$ cat src/rtl/game_sequencer.sv
// rtl/game_sequencer.sv - snake game move sequencer FSM with dropped-tick counter
// Define GAME_SEQ_WATCHDOG_EN to build in the WAIT-state watchdog (limit WDT_CYCLES).
module game_sequencer #(
  parameter int unsigned WDT_CYCLES = 255
) (
  input  logic       clk,
  input  logic       rst_n,
  input  logic       i_restart,
  input  logic       i_start,
  input  logic       i_pause,
  input  logic       i_tick_req,
  input  logic       i_apple_ready,
  input  logic       i_tick_done,
  input  logic       i_snake_failure,
  input  logic       i_snake_success,
  output logic       o_tick,
  output logic       o_busy,
  output logic       o_failure,
  output logic       o_success,
  output logic [2:0] o_state,
  output logic [7:0] o_drop_cnt,
  output logic       o_wdt_fault
);

  typedef enum logic [2:0] {
    S_IDLE  = 3'd0,
    S_RUN   = 3'd1,
    S_TICK  = 3'd2,
    S_WAIT  = 3'd3,
    S_PAUSE = 3'd4,
    S_FAIL  = 3'd5,
    S_WIN   = 3'd6
  } state_t;

  state_t     r_state;
  logic [7:0] r_drop_cnt;
  logic       w_abort;
  state_t     w_abort_state;
  logic       w_drop;

  assign w_abort       = i_snake_failure | i_snake_success;
  assign w_abort_state = i_snake_failure ? S_FAIL : S_WIN;

  // A request is dropped when it cannot start a move; pause discards silently
  assign w_drop = i_tick_req & ~w_abort &
                  (((r_state == S_RUN) & ~i_pause & ~i_apple_ready) |
                   (r_state == S_TICK) | (r_state == S_WAIT));

`ifdef GAME_SEQ_WATCHDOG_EN
  localparam logic [7:0] WDT_LAST = 8'(WDT_CYCLES - 1);
  logic [7:0] r_wdt_cnt;
  logic       r_wdt_fault;
`endif

  always_ff @(posedge clk) begin
    if (!rst_n) begin
      r_drop_cnt <= 8'd0;
    end else if (!i_restart && w_drop && (r_drop_cnt != 8'hFF)) begin
      r_drop_cnt <= r_drop_cnt + 8'd1;
    end
  end

  always_ff @(posedge clk) begin
    if (!rst_n || i_restart) begin
      r_state <= S_IDLE;
`ifdef GAME_SEQ_WATCHDOG_EN
      r_wdt_cnt   <= 8'd0;
      r_wdt_fault <= 1'b0;
`endif
    end else begin
      case (r_state)
        S_IDLE: begin
          if (i_start) r_state <= S_RUN;
        end
        S_RUN: begin
          if (w_abort)                          r_state <= w_abort_state;
          else if (i_pause)                     r_state <= S_PAUSE;
          else if (i_tick_req && i_apple_ready) r_state <= S_TICK;
        end
        S_TICK: begin
          r_state <= w_abort ? w_abort_state : S_WAIT;
`ifdef GAME_SEQ_WATCHDOG_EN
          r_wdt_cnt <= 8'd0;
`endif
        end
        S_WAIT: begin
          if (w_abort)          r_state <= w_abort_state;
          else if (i_tick_done) r_state <= S_RUN;
`ifdef GAME_SEQ_WATCHDOG_EN
          else if (r_wdt_cnt == WDT_LAST) begin
            r_state     <= S_FAIL;
            r_wdt_fault <= 1'b1;
          end else begin
            r_wdt_cnt <= r_wdt_cnt + 8'd1;
          end
`endif
        end
        S_PAUSE: begin
          if (w_abort)       r_state <= w_abort_state;
          else if (!i_pause) r_state <= S_RUN;
        end
        S_FAIL, S_WIN: r_state <= r_state;
        default:       r_state <= S_IDLE;
      endcase
    end
  end

  assign o_state    = r_state;
  assign o_tick     = (r_state == S_TICK);
  assign o_busy     = (r_state == S_TICK) | (r_state == S_WAIT);
  assign o_failure  = (r_state == S_FAIL);
  assign o_success  = (r_state == S_WIN);
  assign o_drop_cnt = r_drop_cnt;

`ifdef GAME_SEQ_WATCHDOG_EN
  assign o_wdt_fault = r_wdt_fault;
`else
  // WDT_CYCLES only matters when the watchdog is built in
  assign o_wdt_fault = 1'b0 & (WDT_CYCLES > 255);
`endif

endmodule

$ cat config.mk
export PLATFORM = sky130hd
export DESIGN_NAME = game_sequencer
export DESIGN_NICKNAME = d
export VERILOG_FILES = /design/src/rtl/game_sequencer.sv
export SDC_FILE = /design/constraint.sdc
export NUM_CORES = 1
export LEC_CHECK = 0
export ABC_CLOCK_PERIOD_IN_PS = 2750
export CORE_ASPECT_RATIO = 0.9
export CORE_UTILIZATION = 47
export CTS_CLUSTER_DIAMETER = 150
export DETAILED_ROUTE_END_ITERATION = 8
export GPL_TIMING_DRIVEN = 0
export PLACE_DENSITY_LB_ADDON = 0.3
export SYNTH_ARGS = -nofsm -noshare
export SYNTH_HDL_FRONTEND = slang
export SYNTH_SLANG_ARGS = --single-unit
$ cat constraint.sdc
create_clock -name clk -period 2.75 [get_ports clk]
set_input_delay 0.55 -clock clk [delete_from_list [all_inputs] [get_ports clk]]
set_output_delay 0.55 -clock clk [all_outputs]
set_load 0.02 [all_outputs]
After elaboration in Yosys (flattened, before gate mapping) --
Index checks and enable logic that the tools add are counted.
Word-level totals: flip-flop bits (word level) 11, bits in latches 0, bits in writable memories 0, bits in read-only memories 0, bits of input ports 10, output and inout port bits 16, logic and storage cells 46, memories 0
Cells by class: add/subtract/negate cells 1, $mul 0, divide/modulo/power cells 0, $lt $le $gt $ge 0, eq/ne operators 11, shift operators 0, muxes and demuxes 11, bitwise operators 12, reduce and logical (&&, ||, !) cells 9
Operators by type and width (number):
- 2-to-1 mux 3 bit | 9
- one-hot mux 3 bit (6 select lines) | 1
- equality test 3 bit, second input constant | 3
- adder 8 x 1 -> 8 bit, second input constant | 1
- inequality test 8 bit, second input constant | 1
- equality test 3 x 2 -> 1 bit, second input constant | 2
- inequality test 3 bit, second input constant | 2
- AND reduction 5 bit | 1
- AND 1 bit | 4
- inequality test 4 x 3 -> 1 bit, second input constant | 1
- NOT 1 bit | 4
- bitwise OR 1 bit | 4
- equality test 3 x 1 -> 1 bit, second input constant | 1
- logical AND 1 bit | 3
- logical NOT 3 bit | 1
- logical NOT 1 bit | 2
- 2-to-1 mux 2 bit | 1
- inequality test 2 bit, second input constant | 1
- OR reduction 2 bit | 1
- logical OR 1 bit | 1

Longest topological paths before layout --
Gate-level depths: netlist of the first run.
word-level depth 8, mapped depth 6, depth with buffers taken out 5

Worst setup path before layout of the first run --
OpenSTA, ideal clock, no wires.
kind reg2out, from reg r_state[1], in the netlist o_state[1], to out o_tick, arrival 1.355 ns, required time 2.200 ns, setup slack 0.845 ns, stages on the path, launching flop included 3, buffers on the path 0, cell sequence dfxtp_1 > nor2b_1 > nor2b_1
Between the ends: cells in the longest elaborated chain, start to end 1
Ends and longest elaborated chain:
- start: declaration | line 35 | state_t r_state;
- start signal: assignment | line 76 | if (w_abort) r_state <= w_abort_state;
- start signal: assignment | line 81 | r_state <= w_abort ? w_abort_state : S_WAIT;
- start signal: assignment | line 87 | if (w_abort) r_state <= w_abort_state;
- equality test 3 x 2 -> 1 bit | line 109 | assign o_tick = (r_state == S_TICK);
- end: declaration | line 16 | output logic o_tick,
No other way between the ends.

Final worst setup path of the first run --
from reg r_state[1], in the netlist o_state[1], to out o_success
Between the ends: cells in the longest elaborated chain, start to end 1
Ends and longest elaborated chain:
- equality test 3 bit | line 112 | assign o_success = (r_state == S_WIN);
- end: declaration | line 19 | output logic o_success,
No other way between the ends.

==> summary.md, run 1 <==
| Metric | Value |
|---|---|
| Status | finished, violations left |
| Failing checks | DRC |
| Synthesized instance count | 97 |
| Setup WS post-layout | 0.3074 ns |
| EDFF count, synth | 0 |
| Placed standard-cell area | 998.5 um^2 |
| Share of synthesized registers carrying an async set or reset | 0% |
| CP max stage cell | clkdlybuf4s50_1 |
| # rows | 13 |
| Critical path endpoint category | primary output |
| Detailed Place HPWL | 1410 um |
| Achievable frequency | 409.4 MHz |
| Setup_tns | 0 ns |
| Sequential fraction of the synthesis area | 29.78% |
| DRT Pass-1 Iters | 6 |
| Vias in the first global route | 673 |
| Starting Density | 50.51% |
| Fin area | 1025 um^2 |
| FF+latch count, synth | 11 |
| Hold Path Class | reg2reg |
| Setup Slack @ Placement | 0.4291 ns |
| RD Place Congestion | 0.7267 |
| Warnings, synthesis | 0 |
| Share of cells above drive strength 1 | 7.200% |
| Clock period minus worst slack | 2.443 ns |
| Mapped cell area | 739.5 um^2 |
| Num ports | 26 |
| PostCTS Resize Cnt | 0 |
| Core area | 1464 um^2 |
| CTS tree | done |
| Largest net degree at the start of global routing | 11 |
| Total global-route track usage | 24.50% |
| Fillers | 122 |
| Gr ovfl total | 0 |
| Drt initial violations | 23 |
| Number of distinct library cells after synthesis | 36 |
| CP top delay family | buffers and inverters |
| Diodes inserted | 0 |
| Sequential Area | 220.2 um^2 |
| Power Dens Cells | 327.0 nW/um^2 |
| Post-CTS Setup Inserts | 0 |
| Area of the multi-input gates | 470.5 um^2 |
| Vias/cell | 6.029 |
| Clk_skew | 0.0008177 ns |
| Total CTS buffers | 3 |
| Die height | 39.63 um |
| Final Hold Viols | 0 |
| Number of nets still failing antenna checks after routing | 0 |
| Dpl cells | 136 |
| Slew Viols, Final | 0 |
| H-tree depth | 1 |
| CP Max Fanout | 10 |
| Critical path's largest stage delay | 0.60 ns |
| Initial antenna violation count | 0 |
| Syn nets | 108 |
| Die Width | 43.81 um |
| CP Buf/Inv Count | 2 |
| Root buffer cell | clkbuf_4 |
| Global-route wire length before repair | 2946 um |
| Avg Inst Size Synth | 7.623 um^2 |
| Total die area | 1736 um^2 |
| Commonest cells after routing, fill and taps aside | clkdlybuf4s50_1, dfxtp_1, a21oi_1 |
| Leak | 0.3348 nW |
| Wire per inst | 13.67 um |
| Via count | 844 |
| Crit share post-route | 88.82% |
| PortBufs | 24 |
| Endpoints failing setup | 0 |
| DRC | 1 |
| Critical path data arrival time | 1.89 ns |
| Final net count | 137 |
| Synth-to-layout area growth | 38.58% |
| Max Cap Violations | 0 |
| Later-pin clock latency in the skew report | 0.27 ns |
| CP Cell Sequence | clkbuf_1 > and3b_1 > clkdlybuf4s50_1 |
| Routed WL | 1914 um |
| Commonest non-fill, non-tap cell in the layout | clkdlybuf4s50_1 |
| Crit path kind | reg2out |
| CP required | 2.20 ns |
| RSZ-0062 raised after global routing | no |
| CTS sink count | 11 |
| Non-filler instance count after layout | 140 |
| Hold_buf cts | 0 |
| Clock transition at path regs | 0.07 ns |
| Crit path launch type | flop |
| CTS Buffer Depth | 2 |
| Ys flop type | dfxtp_1 |
| VDD IR max | 0.0003237 V |
==> final timing paths <==
check                                   start             to  slack [ns]  cells after the start
worst max register to register     o_state[0]  o_drop_cnt[6]        1.08                      5
worst min register to register  o_drop_cnt[5]  o_drop_cnt[5]        0.49                      2
worst max-delay path               o_state[1]      o_success        0.31                      3
worst min-delay path            o_drop_cnt[5]  o_drop_cnt[5]        0.49                      2
==> cell families after synthesis <==
kind of cell	Yosys count	synth area share, %
and+or+nand+nor	42	33.17
AOI/OAI and AO/OA	29	25.55
buffers and inverters	11	6.597
DFF	11	29.78
muxes	2	2.707
adders and majority gates	1	1.692
other	1	0.5071
==> metrics by stage <==
| step | hold slack, ns | power, W | utilization [%] |
|---|---|---|---|
| floorplan | 0.5535 | 0.0001974 | - |
| global placement | 0.4752 | 0.0002238 | 68.21 |
| detailed placement | 0.4837 | 0.0002249 | 68.21 |
| CTS | 0.4938 | 0.0003386 | 70.00 |
| global route | 0.5450 | 0.0003510 | 70.00 |
| finish | 0.4947 | 0.0003350 | 70.00 |
==> area by class of cell <==
cell class	instances	area share, %
Buffer	6	2.930
Clock buffer	4	2.564
Inverter	5	1.832
Multi-Input combinational cell	75	45.91
Sequential cell	11	21.49
Tap cell	15	1.832
Timing Repair Buffer	24	23.44
==> sequential cells by signal, summed over array words and instances, names as in the netlist <==
signal,count
o_drop_cnt,8
o_state,3
==> power by group <==
group	internal, W	switching (W)	total [W]
logic	0.0000287	0.0000294	0.0000581
registers	0.000161	0.00000282	0.000164
clock network	0.0000563	0.0000567	0.000113
total	0.000246	0.0000889	0.000335
==> cell usage after synthesis, drive strengths merged, types with 2 or more instances <==
cell type,n,share of area [%]
nand2b,2,1.7
or3,2,1.7
and3b,2,2.4
inv,4,2.0
o41ai,2,2.4
nor3,2,1.4
clkbuf,4,2.0
o21ai,8,5.4
dfxtp,11,30
nand3,5,3.4
or4,6,6.1
nor2,7,3.9
a21oi,9,6.1
mux2i,2,2.7
o31ai,3,3.0
nor2b,3,2.5
nand2,7,3.6
buf,2,2.0
==> per-layer routing <==
layer  global-route usage, %  vias to the layer above  wire (um)
met5                       0                        -          0
met4                   10.16                        0          8
met1                   32.51                      388        949
met2                   34.70                       33        843
met3                   9.677                        2        113
li1                        -                      421          -
==> worst min-delay path, delay by kind of cell (launching register included) <==
kind,cells,cell delay [ns]
flip-flops,1,0.33
AO/OA/AOI/OAI,2,0.12
Power figures use the tool's default switching activity.
==> run 2: changes to the inputs <==
--- a/config.mk
+++ b/config.mk
@@ -7,6 +7,7 @@
 export LEC_CHECK = 0
 export ABC_CLOCK_PERIOD_IN_PS = 2750
 export CORE_ASPECT_RATIO = 0.9
+export CORE_MARGIN = 4
 export CORE_UTILIZATION = 47
 export CTS_CLUSTER_DIAMETER = 150
 export DETAILED_ROUTE_END_ITERATION = 8
==> run 2 against run 1 <==
Against the previous run: clock power hardly changed; worst hold slack better by 0.019 ns; count of clock-buffer cells in the layout unchanged; sequential power about the same; cell count did not move; setup slack got worse by 0.0057 ns; via count is 0.12% lower; the run now ends clean.
==> summary.md, run 2 (same netlist as run 1, synthesis figures left out) <==
| Metric | Value |
|---|---|
| Crit share post-route | 89.03% |
| Hold Path Class | reg2reg |
| Max Cap Violations | 0 |
| Final net count | 137 |
| Routed WL | 1994 um |
| Leak | 0.3348 nW |
| Global-route wire length before repair | 3298 um |
| # rows | 13 |
| Fillers | 114 |
| Vias/cell | 6.021 |
| Global route hottest layer | met2 |
| Met1 Usage GRT | 25.25% |
| Critical path data arrival time | 1.90 ns |
| Core area | 1464 um^2 |
| CP Cell Sequence | clkbuf_1 > and3b_1 > clkdlybuf4s50_1 |
| Crit path launch type | flop |
| Diodes inserted | 0 |
| DRC | 0 |
| PostCTS Resize Cnt | 0 |
| DRT Pass-1 Iters | 4 |
| Wire per inst | 14.24 um |
| Flop pwr share | 49.2% |
| Power Internal | 0.0002461 W |
| CP Max Fanout | 10 |
| Die Width | 49.81 um |
| Largest net degree at the start of global routing | 11 |
| Sequential Area | 220.2 um^2 |
| Area of the multi-input gates | 470.5 um^2 |
| Commonest non-fill, non-tap cell in the layout | clkdlybuf4s50_1 |
| Post-CTS Setup Inserts | 0 |
| WP depth | 3 |
| RD Place Congestion | 0.8651 |
| CP max stage cell | clkdlybuf4s50_1 |
| PortBufs | 24 |
| CTS Buffer Depth | 2 |
| Crit path kind | reg2out |
| Final Hold Viols | 0 |
| Setup crit end | o_success |
| Fin Hold WS | 0.5139 ns |
| Combinational Power Share | 17.3% |
| CTS tree | done |
| Root buffer cell | clkbuf_4 |
| Met3 Usage GRT | 7.213% |
| Clock period minus worst slack | 2.448 ns |
| Number of nets still failing antenna checks after routing | 0 |
| Via count | 843 |
| Total global-route track usage | 19.01% |
| Hold Path Depth | 2 |
| Achievable frequency | 408.5 MHz |
| Endpoints failing setup | 0 |
| Reg-to-reg slack, setup | 1.06 ns |
| Initial antenna violation count | 0 |
| Later-pin clock latency in the skew report | 0.27 ns |
| Clock transition at path regs | 0.07 ns |
| Critical R2R Capture | o_drop_cnt[5] |
| Gr ovfl total | 0 |
| Hold_buf cts | 0 |
| R2R depth | 5 |
| Power Dens Cells | 325.6 nW/um^2 |
| Drt initial violations | 21 |
| Clk_skew | 0.006650 ns |
| Die height | 45.63 um |
| Share of cells above drive strength 1 | 7.200% |
| Setup_tns | 0 ns |
| Fin area | 1025 um^2 |
| VDD IR max | 0.0003193 V |
| Starting Density | 50.51% |
| Worst r2r src | o_state[0] |
| RSZ-0062 raised after global routing | no |
| CP Buf/Inv Count | 2 |
| Non-filler instance count after layout | 140 |
| Total CTS buffers | 3 |
| Max reg flops | 8 |
| Sw Ratio | 26.25% |
| Commonest cells after routing, fill and taps aside | clkdlybuf4s50_1, dfxtp_1, a21oi_1 |
| CP top delay family | buffers and inverters |
| Slew Viols, Final | 0 |
| Critical path's largest stage delay | 0.60 ns |
| CP required | 2.20 ns |
| CTS sink count | 11 |
| Post-layout util | 70.00% |
| Crit. Startpoint | o_state[1] |
| Critical path endpoint category | primary output |
| Detailed Place HPWL | 1471 um |
| Vias in the first global route | 752 |
| Met2 track demand over resource | 28.23% |
| Num ports | 26 |
| H-tree depth | 1 |
| Synth-to-layout area growth | 38.58% |
| Psw | 0.00008760 W |
| Clk network pwr share | 33.5% |
| Dpl cells | 136 |
| Status | complete, no violations |
| Placed standard-cell area | 998.5 um^2 |
| Total die area | 2273 um^2 |
run 2: per-stage QoR:
stage                     worst slack [ns]  power [W]
after CTS                           0.3185  0.0003374
after global routing                0.2027  0.0003521
after detailed placement            0.4315  0.0002246
after global placement              0.4904  0.0002237
final                               0.3017  0.0003337
after floorplan                     0.8446  0.0001974
run 2: tightest hold or removal path: cells and delay by family (launching register included):
kind | cells | cell delay [ns]
flops | 1 | 0.34
compound gates | 2 | 0.13
run 2: how the worst min path moves through the flow:
stage | startpoint | to | slack (ns)
floorplan | o_drop_cnt[7] | o_drop_cnt[7] | 0.55
global placement | o_drop_cnt[5] | o_drop_cnt[5] | 0.47
detailed placement | o_drop_cnt[5] | o_drop_cnt[5] | 0.49
CTS | o_drop_cnt[5] | o_drop_cnt[5] | 0.50
global route | o_drop_cnt[5] | o_drop_cnt[5] | 0.53
finish | o_drop_cnt[5] | o_drop_cnt[5] | 0.51
run 2: final cells by class:
class / count / area share [%]
Buffer: 6 / 2.930
Clock buffer: 4 / 2.564
Inverter: 5 / 1.832
Multi-Input combinational cell: 75 / 45.91
Sequential cell: 11 / 21.49
Tap cell: 15 / 1.832
Timing Repair Buffer: 24 / 23.44
run 2: power by group through the flow:
| stage | Sequential, W | Combinational [W] | Clock [W] |
|---|---|---|---|
| after floorplan | 0.000169 | 0.0000281 | 0 |
| after global placement | 0.000168 | 0.0000562 | 0 |
| after detailed placement | 0.000168 | 0.0000570 | 0 |
| after CTS | 0.000164 | 0.0000571 | 0.000116 |
| after global routing | 0.000164 | 0.0000626 | 0.000125 |
| final | 0.000164 | 0.0000577 | 0.000112 |
run 2: routing by layer:
layer,routed length (um),vias to the layer above
li1,-,417
met1,924,385
met2,882,39
met3,177,2
met4,9,0
met5,0,-
